$ cat src/rtl/regfile_arb_pkg.sv
// Shared types and widths for the register-file port arbiter.
//   REG_ADDR_W : register address width (32 registers)
//   XLEN       : register data width
//   grant_t    : which single operation owns the register-file port this cycle
package regfile_arb_pkg;

    localparam int unsigned REG_ADDR_W = 5;
    localparam int unsigned XLEN       = 32;

    typedef enum logic [1:0] {
        GNT_NONE = 2'd0,
        GNT_CLR  = 2'd1,
        GNT_WR   = 2'd2,
        GNT_RD   = 2'd3
    } grant_t;

    // x0 is hardwired to zero: never written, always read as zero
    function automatic logic is_x0(input logic [REG_ADDR_W-1:0] addr);
        return addr == '0;
    endfunction

endpackage

$ cat src/rtl/regfile_port_arb_rr_arbiter.sv
// Combinational round-robin arbiter.
//   i_req     : request vector
//   i_advance : grant enable; o_gnt is all-zero when low
//   i_ptr     : highest-priority index this cycle (held by the parent)
//   o_gnt     : one-hot grant
//   o_idx     : index of the winner (valid when o_any)
//   o_any     : at least one request is present
module rr_arbiter #(
    parameter int unsigned N     = 2,
    parameter int unsigned IDX_W = 1
) (
    input  logic [N-1:0]     i_req,
    input  logic             i_advance,
    input  logic [IDX_W-1:0] i_ptr,
    output logic [N-1:0]     o_gnt,
    output logic [IDX_W-1:0] o_idx,
    output logic             o_any
);

    logic        w_found;
    int unsigned w_cand;

    // Scan from the pointer upward, wrapping; first requester wins
    always_comb begin
        w_found = 1'b0;
        w_cand  = 0;
        o_idx   = '0;
        o_gnt   = '0;
        for (int unsigned k = 0; k < N; k++) begin
            w_cand = (32'(i_ptr) + k) % N;
            if (!w_found && i_req[IDX_W'(w_cand)]) begin
                w_found = 1'b1;
                o_idx   = IDX_W'(w_cand);
            end
        end
        if (w_found && i_advance) begin
            o_gnt[o_idx] = 1'b1;
        end
        o_any = w_found;
    end

endmodule

$ cat src/rtl/regfile_port_arb.sv
// Shares the single register-file port between NUM_RD read clients, one
// writeback client and clear-all requests. One operation per cycle:
// clear > (write vs read by streak rule) > idle. Read data returns one cycle
// after the grant, tagged to the granted client.
//   clk, reset                : clock, synchronous active-high reset
//   rd_req_valid/ready        : per-client read handshake (ready one-hot)
//   rd_rs1, rd_rs2            : flattened 5-bit source addresses per client
//   rsp_valid, rsp_data1/2    : one-hot response strobe and shared read data
//   wr_valid/ready, wr_rd/data: writeback handshake, address and data
//   clr_valid/ready           : clear-all handshake
//   rf_*                      : register-file control, address and data
module regfile_port_arb
    import regfile_arb_pkg::*;
#(
    parameter int unsigned NUM_RD        = 2,
    parameter int unsigned WR_STREAK_MAX = 4
) (
    input  logic                         clk,
    input  logic                         reset,

    input  logic [NUM_RD-1:0]            rd_req_valid,
    output logic [NUM_RD-1:0]            rd_req_ready,
    input  logic [NUM_RD*REG_ADDR_W-1:0] rd_rs1,
    input  logic [NUM_RD*REG_ADDR_W-1:0] rd_rs2,
    output logic [NUM_RD-1:0]            rsp_valid,
    output logic [XLEN-1:0]              rsp_data1,
    output logic [XLEN-1:0]              rsp_data2,

    input  logic                         wr_valid,
    output logic                         wr_ready,
    input  logic [REG_ADDR_W-1:0]        wr_rd,
    input  logic [XLEN-1:0]              wr_data,

    input  logic                         clr_valid,
    output logic                         clr_ready,

    output logic                         rf_en,
    output logic                         rf_reset,
    output logic                         rf_read_en,
    output logic                         rf_write_en,
    output logic [REG_ADDR_W-1:0]        rf_rs1,
    output logic [REG_ADDR_W-1:0]        rf_rs2,
    output logic [REG_ADDR_W-1:0]        rf_rd,
    output logic [XLEN-1:0]              rf_data_in,
    input  logic [XLEN-1:0]              rf_out1,
    input  logic [XLEN-1:0]              rf_out2
);

    localparam int unsigned IDX_W    = (NUM_RD > 1) ? $clog2(NUM_RD) : 1;
    localparam int unsigned STREAK_W = (WR_STREAK_MAX > 0) ? $clog2(WR_STREAK_MAX + 1) : 1;

    logic [IDX_W-1:0]      r_rr_ptr;
    logic [STREAK_W-1:0]   r_streak;
    logic                  r_rsp_valid;
    logic [IDX_W-1:0]      r_rsp_id;
    logic                  r_rsp_z1;
    logic                  r_rsp_z2;

    grant_t                w_gnt;
    logic                  w_rd_any;
    logic                  w_streak_full;
    logic [NUM_RD-1:0]     w_rd_gnt_vec;
    logic [IDX_W-1:0]      w_rd_idx;
    logic [REG_ADDR_W-1:0] w_rs1;
    logic [REG_ADDR_W-1:0] w_rs2;
    logic [IDX_W-1:0]      w_ptr_nxt;
    logic [STREAK_W-1:0]   w_streak_nxt;

    rr_arbiter #(
        .N     (NUM_RD),
        .IDX_W (IDX_W)
    ) u_rr (
        .i_req     (rd_req_valid),
        .i_advance (w_gnt == GNT_RD),
        .i_ptr     (r_rr_ptr),
        .o_gnt     (w_rd_gnt_vec),
        .o_idx     (w_rd_idx),
        .o_any     (w_rd_any)
    );

    assign w_rs1         = rd_rs1[REG_ADDR_W*32'(w_rd_idx) +: REG_ADDR_W];
    assign w_rs2         = rd_rs2[REG_ADDR_W*32'(w_rd_idx) +: REG_ADDR_W];
    assign w_streak_full = (r_streak == STREAK_W'(WR_STREAK_MAX));

    // Port ownership; nothing is granted while in reset
    always_comb begin
        w_gnt = GNT_NONE;
        if (reset) begin
            w_gnt = GNT_NONE;
        end else if (clr_valid) begin
            w_gnt = GNT_CLR;
        end else if (wr_valid && !(w_rd_any && w_streak_full)) begin
            w_gnt = GNT_WR;
        end else if (w_rd_any) begin
            w_gnt = GNT_RD;
        end
    end

    // Pointer moves past the winner only on a read grant
    always_comb begin
        w_ptr_nxt = r_rr_ptr;
        if (w_gnt == GNT_RD) begin
            w_ptr_nxt = (w_rd_idx == IDX_W'(NUM_RD - 1)) ? '0 : w_rd_idx + IDX_W'(1);
        end
    end

    // Write streak: counts writes that bypass pending reads; frozen on clear
    always_comb begin
        w_streak_nxt = r_streak;
        case (w_gnt)
            GNT_CLR: w_streak_nxt = r_streak;
            GNT_RD:  w_streak_nxt = '0;
            GNT_WR: begin
                if (!w_rd_any) begin
                    w_streak_nxt = '0;
                end else if (!w_streak_full) begin
                    w_streak_nxt = r_streak + STREAK_W'(1);
                end
            end
            default: begin
                if (!w_rd_any) begin
                    w_streak_nxt = '0;
                end
            end
        endcase
    end

    // Grant and register-file command outputs
    always_comb begin
        rd_req_ready = w_rd_gnt_vec;
        wr_ready     = (w_gnt == GNT_WR);
        clr_ready    = (w_gnt == GNT_CLR);
        rf_en        = 1'b1;
        rf_reset     = reset || (w_gnt == GNT_CLR);
        rf_read_en   = (w_gnt == GNT_RD);
        rf_write_en  = (w_gnt == GNT_WR) && !is_x0(wr_rd);
        rf_rs1       = (w_gnt == GNT_RD) ? w_rs1 : '0;
        rf_rs2       = (w_gnt == GNT_RD) ? w_rs2 : '0;
        rf_rd        = (w_gnt == GNT_WR) ? wr_rd : '0;
        rf_data_in   = (w_gnt == GNT_WR) ? wr_data : '0;
    end

    // Response steering; x0 operands read as zero
    always_comb begin
        rsp_valid = '0;
        if (r_rsp_valid) begin
            rsp_valid[r_rsp_id] = 1'b1;
        end
        rsp_data1 = r_rsp_z1 ? '0 : rf_out1;
        rsp_data2 = r_rsp_z2 ? '0 : rf_out2;
    end

    always_ff @(posedge clk) begin
        if (reset) begin
            r_rr_ptr    <= '0;
            r_streak    <= '0;
            r_rsp_valid <= 1'b0;
            r_rsp_id    <= '0;
            r_rsp_z1    <= 1'b0;
            r_rsp_z2    <= 1'b0;
        end else begin
            r_rr_ptr    <= w_ptr_nxt;
            r_streak    <= w_streak_nxt;
            r_rsp_valid <= (w_gnt == GNT_RD);
            r_rsp_id    <= w_rd_idx;
            r_rsp_z1    <= is_x0(w_rs1);
            r_rsp_z2    <= is_x0(w_rs2);
        end
    end

endmodule

$ cat config.mk
export PLATFORM = sky130hd
export DESIGN_NAME = regfile_port_arb
export DESIGN_NICKNAME = d
export VERILOG_FILES = /design/src/rtl/regfile_arb_pkg.sv /design/src/rtl/regfile_port_arb_rr_arbiter.sv /design/src/rtl/regfile_port_arb.sv
export SDC_FILE = /design/constraint.sdc
export NUM_CORES = 1
export LEC_CHECK = 0
export CAP_MARGIN = 20
export CORE_AREA = 4 4 94 96
export DETAILED_ROUTE_END_ITERATION = 12
export DIE_AREA = 0 0 98 100
export PLACE_DENSITY = 0.69
export REMOVE_ABC_BUFFERS = 1
export SLEW_MARGIN = 25
export SYNTH_ARGS = -nofsm -noshare
export SYNTH_HDL_FRONTEND = slang
export SYNTH_SLANG_ARGS = --single-unit
$ cat constraint.sdc
create_clock -name clk -period 2.68 [get_ports clk]
set_input_delay 0.804 -clock clk [delete_from_list [all_inputs] [get_ports clk]]
set_output_delay 0.804 -clock clk [all_outputs]
set_load 0.01 [all_outputs]
### Word-level counts from Yosys, hierarchy flattened

Index checks and enable logic that the tools add are counted.

| storage, ports and cells | value |
|---|---|
| logic and storage cells | 69 |
| flip-flop bits (word level) | 8 |

| operators by class | value |
|---|---|
| muxes and demuxes | 29 |
| order comparisons | 6 |
| bitwise operators | 1 |
| $add $sub $neg | 3 |
| reduce and logical (&&, ||, !) cells | 15 |
| multipliers | 1 |
| shift operators | 2 |
| eq/ne operators | 6 |

Operators by type and width:

| cell | number |
|---|---|
| two-way mux 32 bit | 3 |
| indexed part select 10 x 5 -> 5 bit | 2 |
| zero test 5 bit | 3 |
| two-way mux 5 bit | 3 |
| two-way mux 2 bit | 6 |
| two-way mux 1 bit | 11 |
| two-way mux 3 bit | 3 |
| one-hot mux 3 bit (3 select lines) | 1 |
| less-than comparator 1 x 2 -> 1 bit (second input constant) | 4 |
| logical AND 1 bit | 7 |
| equality test 2 bit (second input constant) | 2 |
| multiplier 3 x 1 -> 4 bit (first input constant) | 1 |
| adder 3 x 1 -> 3 bit (second input constant) | 1 |
| equality test 3 bit (second input constant) | 1 |
| zero test 1 bit | 3 |
| != test 3 x 2 -> 1 bit (second input constant) | 1 |
| != test 3 bit (second input constant) | 1 |
| AND reduction 3 bit | 1 |
| adder 1 bit (second input constant) | 2 |
| demux 1 bit (select 1 bit) | 2 |
| equality test 2 x 1 -> 1 bit (second input constant) | 1 |
| greater-or-equal comparator 1 bit (second input constant) | 2 |
| logical OR 1 bit | 1 |
| inverter 1 bit | 1 |

### Longest topological paths before layout

Gate-level depths: netlist of run 1.

| logic depth | value |
|---|---|
| word-level depth | 15 |
| mapped depth | 7 |

### Cells and area by module

Synthesis of run 1 repeated with hierarchy kept, for this count alone.

| second synthesis, totals | value |
|---|---|
| cells, all modules | 194 |
| area, all modules | 1328.8 um^2 |

Modules (own cells, without submodules):

| module | sequential area each (um^2) | cells each | times used | area each (um^2) |
|---|---|---|---|---|
| regfile_port_arb | 160.2 | 188 | 1 | 1295.0 |
| rr_arbiter | 0.0 | 6 | 1 | 33.8 |

### Worst setup path before layout of run 1

No wires, ideal clock.

| path | value |
|---|---|
| path kind | input to output |
| start point | input reset |
| end point | output rf_data_in[13] |
| cell stages on the path | 6 |
| arrival time | 1.717 ns |
| data required time | 1.876 ns |
| path slack | 0.159 ns |
| path through | buf_2 nor2_1 o211a_1 buf_4 buf_4 and2_1 |

| on the way | value |
|---|---|
| cells in the longest elaborated chain, start to end | 3 |

RTL lines:

| what | RTL line | source |
|---|---|---|
| start: declaration | regfile_port_arb.sv:19 | `input logic reset,` |
| two-way mux 2 bit | regfile_port_arb.sv:88 | `if (reset) begin` |
| equality test 2 bit | regfile_port_arb.sv:140 | `rf_data_in = (w_gnt == GNT_WR) ? wr_data : '0;` |
| two-way mux 32 bit | regfile_port_arb.sv:140 |  |
| end: declaration | regfile_port_arb.sv:44 | `output logic [XLEN-1:0] rf_data_in,` |

No other way between the ends.

### Worst setup path after layout of run 1

| path | value |
|---|---|
| start point | input wr_rd[4] |
| end point | output rf_write_en |

| on the way | value |
|---|---|
| cells in the longest elaborated chain, start to end | 3 |

RTL lines:

| what | RTL line | source |
|---|---|---|
| start: declaration | regfile_port_arb.sv:31 | `input logic [REG_ADDR_W-1:0] wr_rd,` |
| zero test 5 bit | regfile_arb_pkg.sv:19 | `return addr == '0;` |
| zero test 1 bit | regfile_port_arb.sv:136 | `rf_write_en = (w_gnt == GNT_WR) && !is_x0(wr_rd);` |
| logical AND 1 bit | regfile_port_arb.sv:136 |  |
| end: declaration | regfile_port_arb.sv:40 | `output logic rf_write_en,` |

No other way between the ends.

==> results of run 1 <==
## metrics by stage
stage	utilization, %	cells	setup TNS (ns)	total power, mW	area (µm²)
2_1_floorplan	-	182	0	0.258	1230
3_3_place_gp	49.6	554	-40.23	0.645	3990
3_5_place_dp	49.6	554	-40.19	0.646	3990
4_1_cts	48.0	564	-0.00107	0.759	3860
5_1_grt	47.0	562	0	0.791	3780
6_report	47.0	562	0	0.741	3780
## placed cells by master, fill, tap and decap left out, types with 3 or more instances in the layout
master,instances
clkdlybuf4s50_1,119
dlygate4sd2_1,70
clkbuf_8,3
buf_6,5
nand2_1,5
buf_2,50
buf_4,21
nand4_1,4
clkbuf_2,3
or4_1,3
a21oi_1,5
nor2b_1,65
nor2_1,18
a32oi_1,10
inv_1,4
dfxtp_1,6
and2_1,37
## kinds of logic (layout without fill, tap and decap cells)
kind of cell | count (synthesis) | in the layout | synth area share [%]
other | 1 | 1 | 0.286
DFF | 8 | 8 | 12.2
AOI/OAI and AO/OA | 25 | 25 | 14.8
and+or+nand+nor | 142 | 142 | 63.3
adders and majority gates | 2 | 2 | 1.91
buffers and inverters | 21 | 279 | 7.45
## area by class of cell
class | count | area share, %
clock buffers | 3 | 1.09
inverters | 4 | 0.397
multi-input cells | 170 | 29.0
flip-flops and latches | 8 | 4.30
well taps | 105 | 3.47
repair buffers | 272 | 61.7
## worst max-delay path, stage by stage
cell             delay (ns)
clkdlybuf4s15_1        0.19
or4_1                  0.52
o21a_1                 0.19
buf_2                  0.13
## repair_timing
action | CTS | global route
gates cloned | 3 | 0
pin swaps | 5 | 4
gates resized for setup | 292 | 18
buffers inserted | 4 | 0
setup endpoints to repair | 118 | 49
## per-layer routing
layer	global-route usage (%)	part of all wire, %	up-vias	wire length (µm)
li1	-	-	1166	-
met1	16.9	36	1064	3170
met2	33.0	52	160	4560
met3	5.00	10	12	881
met4	4.26	1.8	0	160
met5	0	0	-	0
## state kept, by name (all words and copies together), names as in the netlist
signal	flops
r_rsp_valid	1
r_rsp_z1	1
r_streak	3
r_rsp_z2	1
r_rr_ptr	1
r_rsp_id	1
## power by group through the flow
stage	registers [mW]	logic [mW]	clock network (mW)
after floorplan	0.129	0.129	0
after global placement	0.130	0.515	0
after detailed placement	0.130	0.516	0
after CTS	0.128	0.477	0.153
after global routing	0.129	0.499	0.162
final	0.128	0.466	0.147
## worst min path at each step
stage,endpoint,start,depth (start not counted)
after floorplan,r_streak[1]$_SDFFE_PP0P_,r_streak[1]$_SDFFE_PP0P_,2
after global placement,r_streak[1]$_SDFFE_PP0P_,r_streak[1]$_SDFFE_PP0P_,2
after detailed placement,r_streak[0]$_SDFFE_PP0P_,r_streak[0]$_SDFFE_PP0P_,2
after CTS,r_streak[0]$_SDFFE_PP0P_,r_streak[0]$_SDFFE_PP0P_,2
after global routing,r_streak[1]$_SDFFE_PP0P_,r_streak[1]$_SDFFE_PP0P_,2
final,r_streak[0]$_SDFFE_PP0P_,r_streak[0]$_SDFFE_PP0P_,2
==> results.json, run 1 <==
{
  "outcome": "complete, no violations",
  "rows": 33,
  "grt-ovfl-total": 0,
  "whs_ns": 0.472,
  "ios": 248,
  "p_int_mw": 0.520,
  "numCtsBuffers": 3,
  "grtUsageTotal_pct": 16.7,
  "cts_max_level": 1,
  "synthCells": 199,
  "synth.area.top_cells": "nor2b_1 (31%), and2_1 (18%), dfxtp_1 (12%)",
  "coreArea_um2": 8050,
  "setup.worst_path.class": "primary input to primary output",
  "maxCapViolations": 0,
  "first_pass_iters": 4,
  "cp.required_ns": 1.88,
  "regArea_um2": 163,
  "n_antenna_cell": 0,
  "cts_num_sinks": 8,
  "synthTopCellsByCount": "nor2b_1 (65), and2_1 (38), nor2_1 (20)",
  "hpwl_mm": 7.36,
  "regToRegSetupSlack_ns": 1.30,
  "syn_area_um2": 1310,
  "p_leak_nw": 1.80,
  "cts_tree": "built",
  "min_period_over_period_pct": 98.3,
  "initial_core_util_pct": 16.3,
  "rsz0062_at_grt": "no",
  "io_buffer_count": 246,
  "grt_start_max_net_pins": 33,
  "timing.final.ws_setup_ns": 0.0449,
  "startpoint": "wr_rd[4]",
  "nNetsFinal": 588,
  "fill_cells": 828,
  "synth_warnings": 0,
  "gp_congestion": 0.901,
  "synth_top_area_cell": "nor2b_1",
  "drt_iter0_drc": 64,
  "critical_path.endpoint": "rf_write_en",
  "synth_area_per_cell_um2": 6.58,
  "synth_ff_type": "dfxtp_1",
  "skew_ns": 0.00539,
  "synth-edff-count": 0,
  "ir_worst_vdd_v": 0.0000998,
  "area_delta_synth_final_pct": 189,
  "die_y_um": 100,
  "maxSlewHeadroom_pct": 64.1,
  "ant_nets": 0,
  "ys_seq_area_share_pct": 12.2,
  "p_switching_mw": 0.221,
  "synth-seq-cells": 8,
  "yosysMostFrequentCell": "nor2b_1",
  "antenna_found_initial": 0,
  "drive_gt1_share_pct": 20.6,
  "power_density_nw_per_um2": 196,
  "synth_top_area_share_pct": 31.0,
  "wl_per_cell_um": 15.6,
  "rr_startpoint": "r_streak[0]$_SDFFE_PP0P_",
  "vias": 2402,
  "cp_max_fo": 2,
  "via_per_inst": 4.27,
  "wl_mm": 8.78,
  "dieArea_um2": 9800,
  "hold_viol": 0,
  "pre_cts_ws_ns": -0.708,
  "critPathLaunchType": "primary input",
  "p_clk_share_pct": 19.8,
  "clock_path_buffers": 2,
  "arrival_ns": 1.83,
  "switching_share_pct": 29.8,
  "multi_input_area_um2": 1100,
  "cts_hold_buf": 0,
  "grt_pass1_wl_mm": 13.1,
  "die_x_um": 98,
  "final_max_slew_viol_count": 0,
  "yosysUniqueCellTypes": 27,
  "power_frac_seq_pct": 17.3,
  "synthArstFlopShare_pct": 0,
  "combPwrFrac_pct": 62.9,
  "end_kind": "primary output",
  "drc": 0,
  "worst_r2r_path_depth": 6,
  "cts_root_buf": "clkbuf_8",
  "tightest_slew_ns": 0.539,
  "insertion_delay_ns": 0.23,
  "clk_pin_slew_ns": 0.04,
  "fin_crit_ns": 2.64,
  "grt_pass1_vias": 2488,
  "hp-class": "flop to flop",
  "fmax_ghz": 0.379,
  "setup_viol": 0,
  "reg2reg_to": "r_rr_ptr$_SDFFE_PP0P_"
}
(Power assumes the default switching activity.)
==> inputs of run 2 (changes only) <==
ABC_CLOCK_PERIOD_IN_PS = 2680   (was unset)
==> results of run 2 <==
No change in the layout: final DEF, timing and power equal those of run 1.
==> inputs of run 3 (changes only) <==
CAP_MARGIN = 0   (was 20)
MAX_ROUTING_LAYER = met4   (was unset)
==> results.json, run 3 (synthesis results as in run 1) <==
{
  "setup.worst_path.class": "primary input to primary output",
  "ir_worst_vdd_v": 0.000100,
  "hold_viol": 0,
  "rows": 33,
  "cp.required_ns": 1.88,
  "power_density_nw_per_um2": 196,
  "clock_path_buffers": 2,
  "insertion_delay_ns": 0.23,
  "n_antenna_cell": 0,
  "cts_hold_buf": 0,
  "grt-ovfl-total": 0,
  "worst_r2r_path_depth": 6,
  "drt_iter0_drc": 74,
  "final_area_um2": 3790,
  "whs_path_depth": 2,
  "top_register": "r_streak",
  "dieArea_um2": 9800,
  "cts_root_buf": "clkbuf_8",
  "startpoint": "wr_rd[4]",
  "critPathLaunchType": "primary input",
  "drc": 0,
  "arrival_ns": 1.83,
  "skew_ns": 0.00570,
  "end_kind": "primary output",
  "ant_nets": 0,
  "io_buffer_count": 246,
  "p_leak_nw": 1.80,
  "nNetsFinal": 588,
  "maxSlewHeadroom_pct": 64.1,
  "rsz0062_at_grt": "no",
  "wl_mm": 8.80,
  "cts_tree": "built",
  "grtUsageTotal_pct": 17.2,
  "initial_core_util_pct": 16.3,
  "gp_congestion": 0.916,
  "clk_pin_slew_ns": 0.04,
  "pre_cts_ws_ns": -0.708,
  "setup_viol": 0,
  "outcome": "complete, no violations",
  "largest_register_ffs": 3,
  "cts_max_level": 1,
  "regToRegSetupSlack_ns": 1.30,
  "fin_crit_ns": 2.64,
  "fmax_ghz": 0.379,
  "setup_tns_ns": 0,
  "vias": 2398,
  "cts_num_sinks": 8,
  "via_per_inst": 4.27,
  "min_period_over_period_pct": 98.4,
  "die_y_um": 100,
  "cp_max_fo": 2,
  "hp-class": "flop to flop",
  "instances_no_fill": 562,
  "area_delta_synth_final_pct": 190,
  "hp-start": "r_streak[0]$_SDFFE_PP0P_",
  "grt_pass1_wl_mm": 13.0,
  "die_x_um": 98,
  "min_to": "r_streak[0]$_SDFFE_PP0P_",
  "place_area_um2": 3990,
  "tightest_slew_ns": 0.539,
  "grt_start_max_net_pins": 33,
  "timing.final.ws_setup_ns": 0.0433,
  "rr_startpoint": "r_streak[0]$_SDFFE_PP0P_",
  "maxCapViolations": 0,
  "final_common_cell": "clkdlybuf4s50_1",
  "antenna_found_initial": 0,
  "hpwl_mm": 7.36,
  "layout_common_cells": "clkdlybuf4s50_1 (119), dlygate4sd2_1 (70), nor2b_1 (65), buf_2 (49), and2_1 (36)",
  "wl_per_cell_um": 15.7,
  "drive_gt1_share_pct": 20.8,
  "numCtsBuffers": 3,
  "ios": 248,
  "final_max_slew_viol_count": 0,
  "grt_pass1_vias": 2484,
  "first_pass_iters": 4,
  "reg2reg_to": "r_rr_ptr$_SDFFE_PP0P_",
  "coreArea_um2": 8050,
  "placed_cells": 554
}
==> run 3: worst max-delay path, stage by stage <==
cell	delay [ns]
clkdlybuf4s15_1	0.19
or4_1	0.52
o21a_1	0.19
buf_2	0.14
==> run 3: cell type report <==
cell class	count	area, µm²
fillers	826	4260
flip-flops and latches	8	163
well taps	105	131
inverters	4	15.0
multi-input cells	170	1100
clock buffers	3	41.3
repair buffers	272	2340
==> run 3: how the worst max path moves through the flow <==
stage	end	cells after the start
finish	rf_write_en	4
global placement	rf_rd[0]	6
floorplan	rf_data_in[0]	3
global route	rf_write_en	4
CTS	rf_data_in[8]	7
detailed placement	rf_data_in[20]	6
==> run 3: what timing repair did <==
item,4_1_cts,5_1_grt
hold endpoints to repair,0,0
setup endpoints to repair,118,49
setup buffers,4,0
cloned,3,0
gates resized for setup,292,20
pin swaps,5,4
==> run 3: metal layers <==
metal / wire (µm) / global-route usage [%] / part of all wire [%]
met4: 172 / 4.26 / 2.0
met3: 743 / 3.75 / 8.4
met1: 3330 / 17.7 / 38
met2: 4560 / 33.0 / 52
met5: 0 / - / 0
==> run 3: per-stage QoR <==
step	hold slack [ns]	power, mW	utilization [%]
final	0.472	0.743	47.1
after global routing	0.503	0.792	47.1
after CTS	0.472	0.759	48.0
after detailed placement	0.466	0.646	49.6
after global placement	0.461	0.645	49.6
after floorplan	0.443	0.258	-
==> run 3: power by group <==
| part | internal [mW] | total (mW) | switching, mW |
|---|---|---|---|
| clock network | 0.0975 | 0.147 | 0.0499 |
| logic | 0.300 | 0.467 | 0.167 |
| registers | 0.123 | 0.128 | 0.00523 |
| total | 0.521 | 0.743 | 0.222 |
